===== config.mk =====
export PLATFORM = sky130hd
export DESIGN_NAME = param_register_file_flat
export DESIGN_NICKNAME = d
export VERILOG_FILES = /design/src/rtl/param_register_file_if.sv /design/src/rtl/param_register_file.sv /design/src/flat_wrapper.sv
export SDC_FILE = /design/constraint.sdc
export NUM_CORES = 1
export LEC_CHECK = 0
export CAP_MARGIN = 40
export CELL_PAD_IN_SITES_DETAIL_PLACEMENT = 1
export CELL_PAD_IN_SITES_GLOBAL_PLACEMENT = 1
export CORE_MARGIN = 2
export CORE_UTILIZATION = 35
export CTS_CLUSTER_DIAMETER = 80
export CTS_CLUSTER_SIZE = 24
export DETAILED_ROUTE_END_ITERATION = 16
export MAX_ROUTING_LAYER = met4
export PLACE_DENSITY_LB_ADDON = 0.3
export RECOVER_POWER = 100
export SLEW_MARGIN = 20
export SYNTH_ARGS = -nofsm -noshare
export SYNTH_HDL_FRONTEND = slang
export SYNTH_SLANG_ARGS = --single-unit

===== constraint.sdc =====
create_clock -name clk -period 2.5 [get_ports clk]
set_clock_uncertainty 0.05 [all_clocks]
set_input_delay 0.5 -clock clk [delete_from_list [all_inputs] [get_ports clk]]
set_output_delay 0.5 -clock clk [all_outputs]
set_load 0.01 [all_outputs]

===== src/rtl/param_register_file_if.sv =====
// Bus bundle for param_register_file: two write ports, two read ports,
// dirty-clear strobe, plus the full-register and status views.
interface param_register_file_if #(
  parameter int DATA_WIDTH = 8,
  parameter int NUM_REGS   = 4,
  parameter int ADDR_WIDTH = 2
);
  logic                           write_enable0;
  logic [ADDR_WIDTH-1:0]          write_select0;
  logic [DATA_WIDTH-1:0]          write_data0;
  logic                           write_enable1;
  logic [ADDR_WIDTH-1:0]          write_select1;
  logic [DATA_WIDTH-1:0]          write_data1;
  logic [ADDR_WIDTH-1:0]          read_port0_select;
  logic [ADDR_WIDTH-1:0]          read_port1_select;
  logic                           clear_dirty;
  logic [DATA_WIDTH-1:0]          reg_output0;
  logic [DATA_WIDTH-1:0]          reg_output1;
  logic [NUM_REGS*DATA_WIDTH-1:0] reg_all;
  logic [NUM_REGS-1:0]            dirty;
  logic                           write_collision;

  modport master (
    output write_enable0, write_select0, write_data0,
    output write_enable1, write_select1, write_data1,
    output read_port0_select, read_port1_select, clear_dirty,
    input  reg_output0, reg_output1, reg_all, dirty, write_collision
  );

  modport slave (
    input  write_enable0, write_select0, write_data0,
    input  write_enable1, write_select1, write_data1,
    input  read_port0_select, read_port1_select, clear_dirty,
    output reg_output0, reg_output1, reg_all, dirty, write_collision
  );
endinterface


===== src/rtl/param_register_file.sv =====
// Parametrised 2-write/2-read register file with port-1 write priority,
// optional write-to-read bypass, per-register dirty mask and collision flag.
module param_register_file_cell #(
  parameter int                    DATA_WIDTH  = 8,
  parameter logic [DATA_WIDTH-1:0] RESET_VALUE = '0
) (
  input  logic                  clk,
  input  logic                  rst,
  input  logic                  we0,
  input  logic                  we1,
  input  logic [DATA_WIDTH-1:0] d0,
  input  logic [DATA_WIDTH-1:0] d1,
  input  logic                  clear_dirty,
  output logic [DATA_WIDTH-1:0] q,
  output logic                  dirty
);
  always_ff @(posedge clk) begin
    if (rst) begin
      q     <= RESET_VALUE;
      dirty <= 1'b0;
    end else begin
      if (we1)      q <= d1;
      else if (we0) q <= d0;
      // a write in the same cycle as a clear leaves the bit set
      if (we0 || we1)       dirty <= 1'b1;
      else if (clear_dirty) dirty <= 1'b0;
    end
  end
endmodule

module param_register_file #(
  parameter int                    DATA_WIDTH  = 8,
  parameter int                    NUM_REGS    = 4,
  parameter int                    ADDR_WIDTH  = 2,
  parameter int                    BYPASS      = 1,
  parameter logic [DATA_WIDTH-1:0] RESET_VALUE = '0
) (
  input logic                 clk,
  input logic                 rst,
  param_register_file_if.slave rf
);
  localparam logic [ADDR_WIDTH:0] NREGS = (ADDR_WIDTH+1)'(NUM_REGS);

  logic [NUM_REGS-1:0][DATA_WIDTH-1:0] regs;
  logic [NUM_REGS-1:0]                 dirty;
  logic                                w0_ok, w1_ok, coll;
  logic [1:0][ADDR_WIDTH-1:0]          rsel;
  logic [1:0][DATA_WIDTH-1:0]          rdata;

  // out-of-range selects are dropped before decode, collision and bypass
  assign w0_ok = rf.write_enable0 && ({1'b0, rf.write_select0} < NREGS);
  assign w1_ok = rf.write_enable1 && ({1'b0, rf.write_select1} < NREGS);

  for (genvar i = 0; i < NUM_REGS; i++) begin : g_reg
    logic hit0, hit1;
    assign hit0 = rf.write_enable0 && (rf.write_select0 == ADDR_WIDTH'(i));
    assign hit1 = rf.write_enable1 && (rf.write_select1 == ADDR_WIDTH'(i));
    param_register_file_cell #(
      .DATA_WIDTH (DATA_WIDTH),
      .RESET_VALUE(RESET_VALUE)
    ) u_cell (
      .clk        (clk),
      .rst        (rst),
      .we0        (hit0),
      .we1        (hit1),
      .d0         (rf.write_data0),
      .d1         (rf.write_data1),
      .clear_dirty(rf.clear_dirty),
      .q          (regs[i]),
      .dirty      (dirty[i])
    );
  end

  always_ff @(posedge clk) begin
    if (rst) coll <= 1'b0;
    else     coll <= w0_ok && w1_ok && (rf.write_select0 == rf.write_select1);
  end

  assign rsel = {rf.read_port1_select, rf.read_port0_select};

  always_comb begin
    for (int p = 0; p < 2; p++) begin
      rdata[p] = '0;
      for (int i = 0; i < NUM_REGS; i++)
        if (rsel[p] == ADDR_WIDTH'(i)) rdata[p] = regs[i];
      // port 1 checked last so it wins the forward
      if (BYPASS != 0 && !rst) begin
        if (w0_ok && rf.write_select0 == rsel[p]) rdata[p] = rf.write_data0;
        if (w1_ok && rf.write_select1 == rsel[p]) rdata[p] = rf.write_data1;
      end
    end
  end

  assign rf.reg_output0     = rdata[0];
  assign rf.reg_output1     = rdata[1];
  assign rf.reg_all         = regs;
  assign rf.dirty           = dirty;
  assign rf.write_collision = coll;
endmodule

===== src/flat_wrapper.sv =====
// flat-port wrapper written by rule: the top's interface ports become plain ports
module param_register_file_flat 
#(
  parameter int                    DATA_WIDTH  = 8,
  parameter int                    NUM_REGS    = 4,
  parameter int                    ADDR_WIDTH  = 2,
  parameter int                    BYPASS      = 1,
  parameter logic [DATA_WIDTH-1:0] RESET_VALUE = '0
)
  (clk, rst, rf_write_enable0, rf_write_select0, rf_write_data0, rf_write_enable1, rf_write_select1, rf_write_data1, rf_read_port0_select, rf_read_port1_select, rf_clear_dirty, rf_reg_output0, rf_reg_output1, rf_reg_all, rf_dirty, rf_write_collision);
  param_register_file_if #(.DATA_WIDTH(DATA_WIDTH), .NUM_REGS(NUM_REGS), .ADDR_WIDTH(ADDR_WIDTH)) rf_i ();
  input logic clk;
  input logic rst;
  input wire logic [$bits(rf_i.write_enable0)-1:0] rf_write_enable0;
  input wire logic [$bits(rf_i.write_select0)-1:0] rf_write_select0;
  input wire logic [$bits(rf_i.write_data0)-1:0] rf_write_data0;
  input wire logic [$bits(rf_i.write_enable1)-1:0] rf_write_enable1;
  input wire logic [$bits(rf_i.write_select1)-1:0] rf_write_select1;
  input wire logic [$bits(rf_i.write_data1)-1:0] rf_write_data1;
  input wire logic [$bits(rf_i.read_port0_select)-1:0] rf_read_port0_select;
  input wire logic [$bits(rf_i.read_port1_select)-1:0] rf_read_port1_select;
  input wire logic [$bits(rf_i.clear_dirty)-1:0] rf_clear_dirty;
  output wire logic [$bits(rf_i.reg_output0)-1:0] rf_reg_output0;
  output wire logic [$bits(rf_i.reg_output1)-1:0] rf_reg_output1;
  output wire logic [$bits(rf_i.reg_all)-1:0] rf_reg_all;
  output wire logic [$bits(rf_i.dirty)-1:0] rf_dirty;
  output wire logic [$bits(rf_i.write_collision)-1:0] rf_write_collision;
  assign rf_i.write_enable0 = rf_write_enable0;
  assign rf_i.write_select0 = rf_write_select0;
  assign rf_i.write_data0 = rf_write_data0;
  assign rf_i.write_enable1 = rf_write_enable1;
  assign rf_i.write_select1 = rf_write_select1;
  assign rf_i.write_data1 = rf_write_data1;
  assign rf_i.read_port0_select = rf_read_port0_select;
  assign rf_i.read_port1_select = rf_read_port1_select;
  assign rf_i.clear_dirty = rf_clear_dirty;
  assign rf_reg_output0 = rf_i.reg_output0;
  assign rf_reg_output1 = rf_i.reg_output1;
  assign rf_reg_all = rf_i.reg_all;
  assign rf_dirty = rf_i.dirty;
  assign rf_write_collision = rf_i.write_collision;
  param_register_file #(.DATA_WIDTH(DATA_WIDTH), .NUM_REGS(NUM_REGS), .ADDR_WIDTH(ADDR_WIDTH), .BYPASS(BYPASS), .RESET_VALUE(RESET_VALUE)) u_core (.clk(clk), .rst(rst), .rf(rf_i));
endmodule

After elaboration in Yosys (flattened, before gate mapping)
Index checks and enable logic that the tools add are counted.
{"block": "classes", "addsub": 0, "mul": 0, "div": 0, "order_cmp": 0, "n_eq_ne": 17, "n_shift": 0, "n_mux": 27, "n_bitwise": 0, "reduce_logical": 30}
{"operator": "$mux W8", "count": 22}
{"operator": "$eq A2 B2 Y1 const B", "count": 8}
{"operator": "$reduce_bool A2 Y1", "count": 8}
{"operator": "$logic_and A1 B1 Y1", "count": 14}
{"operator": "$eq A2 B2 Y1", "count": 5}
{"operator": "$eq A2 B1 Y1 const B", "count": 4}
{"operator": "$logic_not A2 Y1", "count": 4}
{"operator": "$mux W1", "count": 5}
{"operator": "$logic_or A1 B1 Y1", "count": 4}
{"block": "word_totals", "regBits": 37, "latchBits": 0, "ram_bits": 0, "rom_bits": 0, "inputBits": 29, "out_inout_bits": 53, "elab_cells": 83, "memories": 0}

Longest topological paths before layout
{"block": "depth", "word_depth": 8, "depth_mapped": 6, "ltp_nobuf": 4}

By module
Synthesis repeated with hierarchy kept, for this count alone.
{"block": "hier_totals", "hier_cells": 274, "hier_area_um2": 2834.0}
{"mod": "param_register_file_cell", "instances": 4, "cells_per_inst": 40, "area_per_inst_um2": 409.1, "seq_area_each_um2": 180.2}
{"mod": "param_register_file", "instances": 1, "cells_per_inst": 114, "area_per_inst_um2": 1197.4, "seq_area_each_um2": 20.0}

Least setup slack after synthesis
OpenSTA, ideal clock, no wires.
{"block": "synth_path", "path_kind": "input to output", "from": "input rf_write_select1[1]", "to": "output rf_reg_output0[5]", "arrival_time_ns": 1.667, "t_required_ns": 1.950, "setup_slack_ns": 0.283, "path_stages": 6, "n_path_buf": 2, "cell_sequence": "buf_2 > xor2_1 > nor3_4 > buf_6 > nor3_1 > a221oi_1"}
{"block": "synth_between", "elab_chain_cells": 4}
{"element": "start: declaration", "line": "flat_wrapper.sv:18", "text": "input wire logic [$bits(rf_i.write_select1)-1:0] rf_write_select1;"}
{"element": "$eq A2 B2 Y1", "line": "param_register_file.sv:89", "text": "if (w1_ok && rf.write_select1 == rsel[p]) rdata[p] = rf.write_data1;"}
{"element": "$logic_and A1 B1 Y1", "line": "param_register_file.sv:89"}
{"element": "$mux W8", "line": "param_register_file.sv:89"}
{"element": "$mux W8", "line": "param_register_file.sv:87", "text": "if (BYPASS != 0 && !rst) begin"}
{"element": "end: declaration", "line": "flat_wrapper.sv:23", "text": "output wire logic [$bits(rf_i.reg_output0)-1:0] rf_reg_output0;"}
No other way between the ends.

Worst setup path in the final report
{"block": "layout_path", "from": "input rf_read_port0_select[0]", "to": "output rf_reg_output0[0]"}
{"block": "layout_between", "elab_chain_cells": 8, "elab_cells_between_ends": 15, "cone_classes": "eq/ne (5); mux (7); reduce/logical (3)"}
{"element": "start: declaration", "line": "flat_wrapper.sv:20", "text": "input wire logic [$bits(rf_i.read_port0_select)-1:0] rf_read_port0_select;"}
{"element": "$logic_not A2 Y1", "line": "param_register_file.sv:85", "text": "if (rsel[p] == ADDR_WIDTH'(i)) rdata[p] = regs[i];"}
{"element": "$mux W8 (4 in a row)", "line": "param_register_file.sv:85"}
{"element": "$mux W8", "line": "param_register_file.sv:88", "text": "if (w0_ok && rf.write_select0 == rsel[p]) rdata[p] = rf.write_data0;"}
{"element": "$mux W8", "line": "param_register_file.sv:89"}
{"element": "$mux W8 (*)", "line": "param_register_file.sv:87"}
Mark *: on every way between the ends. The rest lies on a longest branch, timed or not.

==> key figures <==
Synthesis
  – Post-Syn Nets: approximately 320
  – Warnings, synthesis: 0
  – Seq/Total Area, Yosys: 0.2841
  – Yosys reg bits: 37
  – Post-Syn Instances: a little under 300
  – Cell Area, Synth: approximately 2600 sq um
  – Average cell area after synthesis: ~8.9 sq um
  – Distinct cells, synth: 35

Drt
  – Pre-antenna DRT Iters: 5
  – Routed Antenna Nets: 0
  – DR DRC count: 0
  – DRT iter0 DRCs: between 150 and 200
  – DR vias: a little over 3000
  – Wire per inst: 22.13 um
  – Drt total wl: ~12000 um
  – Vias per inst: around 6

Job
  – Max-cap viol count: 0

Min path
  – Min-Delay Path Depth: 2
  – Worst min-delay path category: reg -> reg

STA
  – Final TNS setup: 0 ps
  – Final Cycle Share: 0.9863
  – Min Clock Period, post-route: about 2500 ps
  – Peak Freq: between 400 and 500 MHz
  – Pins Over Slew Limit: 0
  – Hold Violations, Final: 0
  – Slew margin rel.: 0.3310
  – Slew @ Worst Pin: roughly 1000 ps
  – Setup-failing EPs final: 0
  – Final setup margin: 34.36 ps

GRT
  – GRT Overall Usage: 0.2839
  – GRT overflow: 0
  – Largest net degree at the start of global routing: 22
  – Initial antenna violation count: 0
  – Wire length of the first global-routing pass: between 15000 and 20000 um
  – Vias in the first global route: 3142

Critical path
  – Slowest cell on crit path: mux4_1
  – Critical Path RT: 1950 ps
  – Worst Path Arrival: 1920 ps
  – Worst Setup Start Kind: input port
  – Crit path max fanout: 5
  – FF-to-FF path depth: 2
  – Crit path kind: in -> out
  – Worst-path cell chain: buf_4 -> buf_8 -> mux4_1 -> nor3b_1 -> a221o_2 -> buf_2
  – CP endpoint kind: primary output
  – CP peak stage delay: about 530 ps

Run status
  – Status: completed

Pwr
  – Peak VDD IR: about 0.28 mV
  – Total power: 1.758 mW
  – PD cells: ~430 nW/um^2
  – LEAKAGE: ~1.7 nW

Die
  – Ports: between 80 and 90
  – Initial Utilization: 0.3614
  – Die H: around 90 um
  – Core area: slightly above 7000 sq um
  – Die ar.: between 8000 and 9000 sq um
  – Site Rows: 31
  – Die width: between 90 and 100 um

Clock tree
  – CTS H-tree lvls: 2
  – CTS Buf Count: 5
  – CTS tree: built
  – Clock Latency Late Sink: approximately 300 ps
  – CTS clk-pin slew, worst paths: 80 ps
  – CTS Root Cell: clkbuf_8
  – Clock Sinks: 37
  – Bufs on Longest Clock Path: 2

Layout
  – Fin nets: 450
  – Post-Route Utilization: 0.5659
  – Most frequent cells in the layout: nand2_1 (55), buf_4 (55), dlygate4sd3_1 (37), dfxtp_1 (37), nor2_1 (35)
  – Fillcell total: between 800 and 900
  – Layout cells sized above 1: 0.3302
  – Register Area: ~740 sq um
  – Area growth syn-to-layout: 56.57%
  – ANT cells: 0
  – Area of the multi-input gates: about 1800 sq um
  – Fin cells: 520

Placed design
  – Port bufs: 81
  – Detailed placer's ending HPWL: around 7600 um
  – Worst slack, placed: -872.0 ps
  – Placed instance count: approximately 500
  – GPL Wtd Cong: 0.8235
path summary, 6_finish.rpt:
path,from,to,slack [ps]
max reg2reg,u_core.g_reg[2].u_cell.q[5]$_SDFFE_PP0P_,u_core.g_reg[2].u_cell.q[5]$_SDFFE_PP0P_,1420
min,u_core.g_reg[3].u_cell.q[4]$_SDFFE_PP0P_,u_core.g_reg[3].u_cell.q[4]$_SDFFE_PP0P_,470
min reg2reg,u_core.g_reg[3].u_cell.q[4]$_SDFFE_PP0P_,u_core.g_reg[3].u_cell.q[4]$_SDFFE_PP0P_,470
max,rf_read_port0_select[0],rf_reg_output0[0],30
worst max-delay path: cells and delay by family:
| kind | cells | cell delay [ps] |
|---|---|---|
| multiplexers | 1 | 530 |
| buffers and inverters | 3 | 420 |
| AND/OR/NAND/NOR | 1 | 150 |
| AO/OA/AOI/OAI | 1 | 300 |
power breakdown:
group	leakage, nW	switching [mW]	internal [mW]
clock network	0.0433	0.248	0.219
registers	0.304	0.0405	0.629
logic	1.40	0.307	0.314
total	1.75	0.596	1.16
flip-flops by register name, summed over array words and instances (netlist names):
| signal | count |
|---|---|
| u_core.g.u_cell.dirty | 4 |
| u_core.g.u_cell.q | 32 |
| u_core.rf.write_collision | 1 |
layer usage:
metal / track usage / part of all wire
met1: 0.3453 / 0.39
met2: 0.4962 / 0.52
met3: 0.04174 / 0.070
met4: 0.07179 / 0.026
met5: - / 0
per-stage QoR:
stage          hold slack, ps  cell area, sq um
6_report                470.7              4083
5_1_grt                 504.6              4083
4_1_cts                 478.6              4069
3_5_place_dp            468.2              3794
3_3_place_gp            452.7              3794
2_1_floorplan           461.4              2608
cell usage after synthesis (all sizes together):
library cell / count / share of area
mux2i: 3 / 0.012
or2: 1 / 0.0024
a221oi: 5 / 0.017
a211oi: 8 / 0.023
dfxtp: 37 / 0.28
a21oi: 8 / 0.015
nand3b: 3 / 0.0086
inv: 11 / 0.016
xor2: 9 / 0.030
and2: 3 / 0.0072
or3b: 1 / 0.0034
nor3: 10 / 0.034
o21ai: 5 / 0.0096
buf: 21 / 0.057
and3: 1 / 0.0024
a221o: 11 / 0.045
xnor2: 1 / 0.0034
mux4: 16 / 0.15
nand2: 55 / 0.079
nand2b: 2 / 0.0086
and3b: 1 / 0.0034
nor2: 36 / 0.052
nand3: 2 / 0.0038
a21boi: 2 / 0.014
a311oi: 24 / 0.081
clkbuf: 7 / 0.010
nor3b: 9 / 0.030
layout make-up:
class                      instances  area share
clock inverter                     1    0.001839
inverter                          11     0.01011
timing repair buffer             150      0.3163
sequential                        37      0.1814
tap                               99     0.03034
multi-input combinational        216      0.4398
clock buffer                       6     0.02023
cell families after synthesis:
| logic type | synth area share |
|---|---|
| compound gates | 0.2049 |
| xor+xnor | 0.03359 |
| buf+inv | 0.08253 |
| flops | 0.2841 |
| mux | 0.1598 |
| simple gates | 0.2351 |
repair_timing:
item                                    in CTS  in global routing
setup buffers                               13                  2
pin swaps                                    7                  7
hold buffers                                 0                  0
cloned                                       1                  0
endpoints found under the setup margin      16                 12
resized for setup                          128                 15
(Power assumes the default switching activity.)
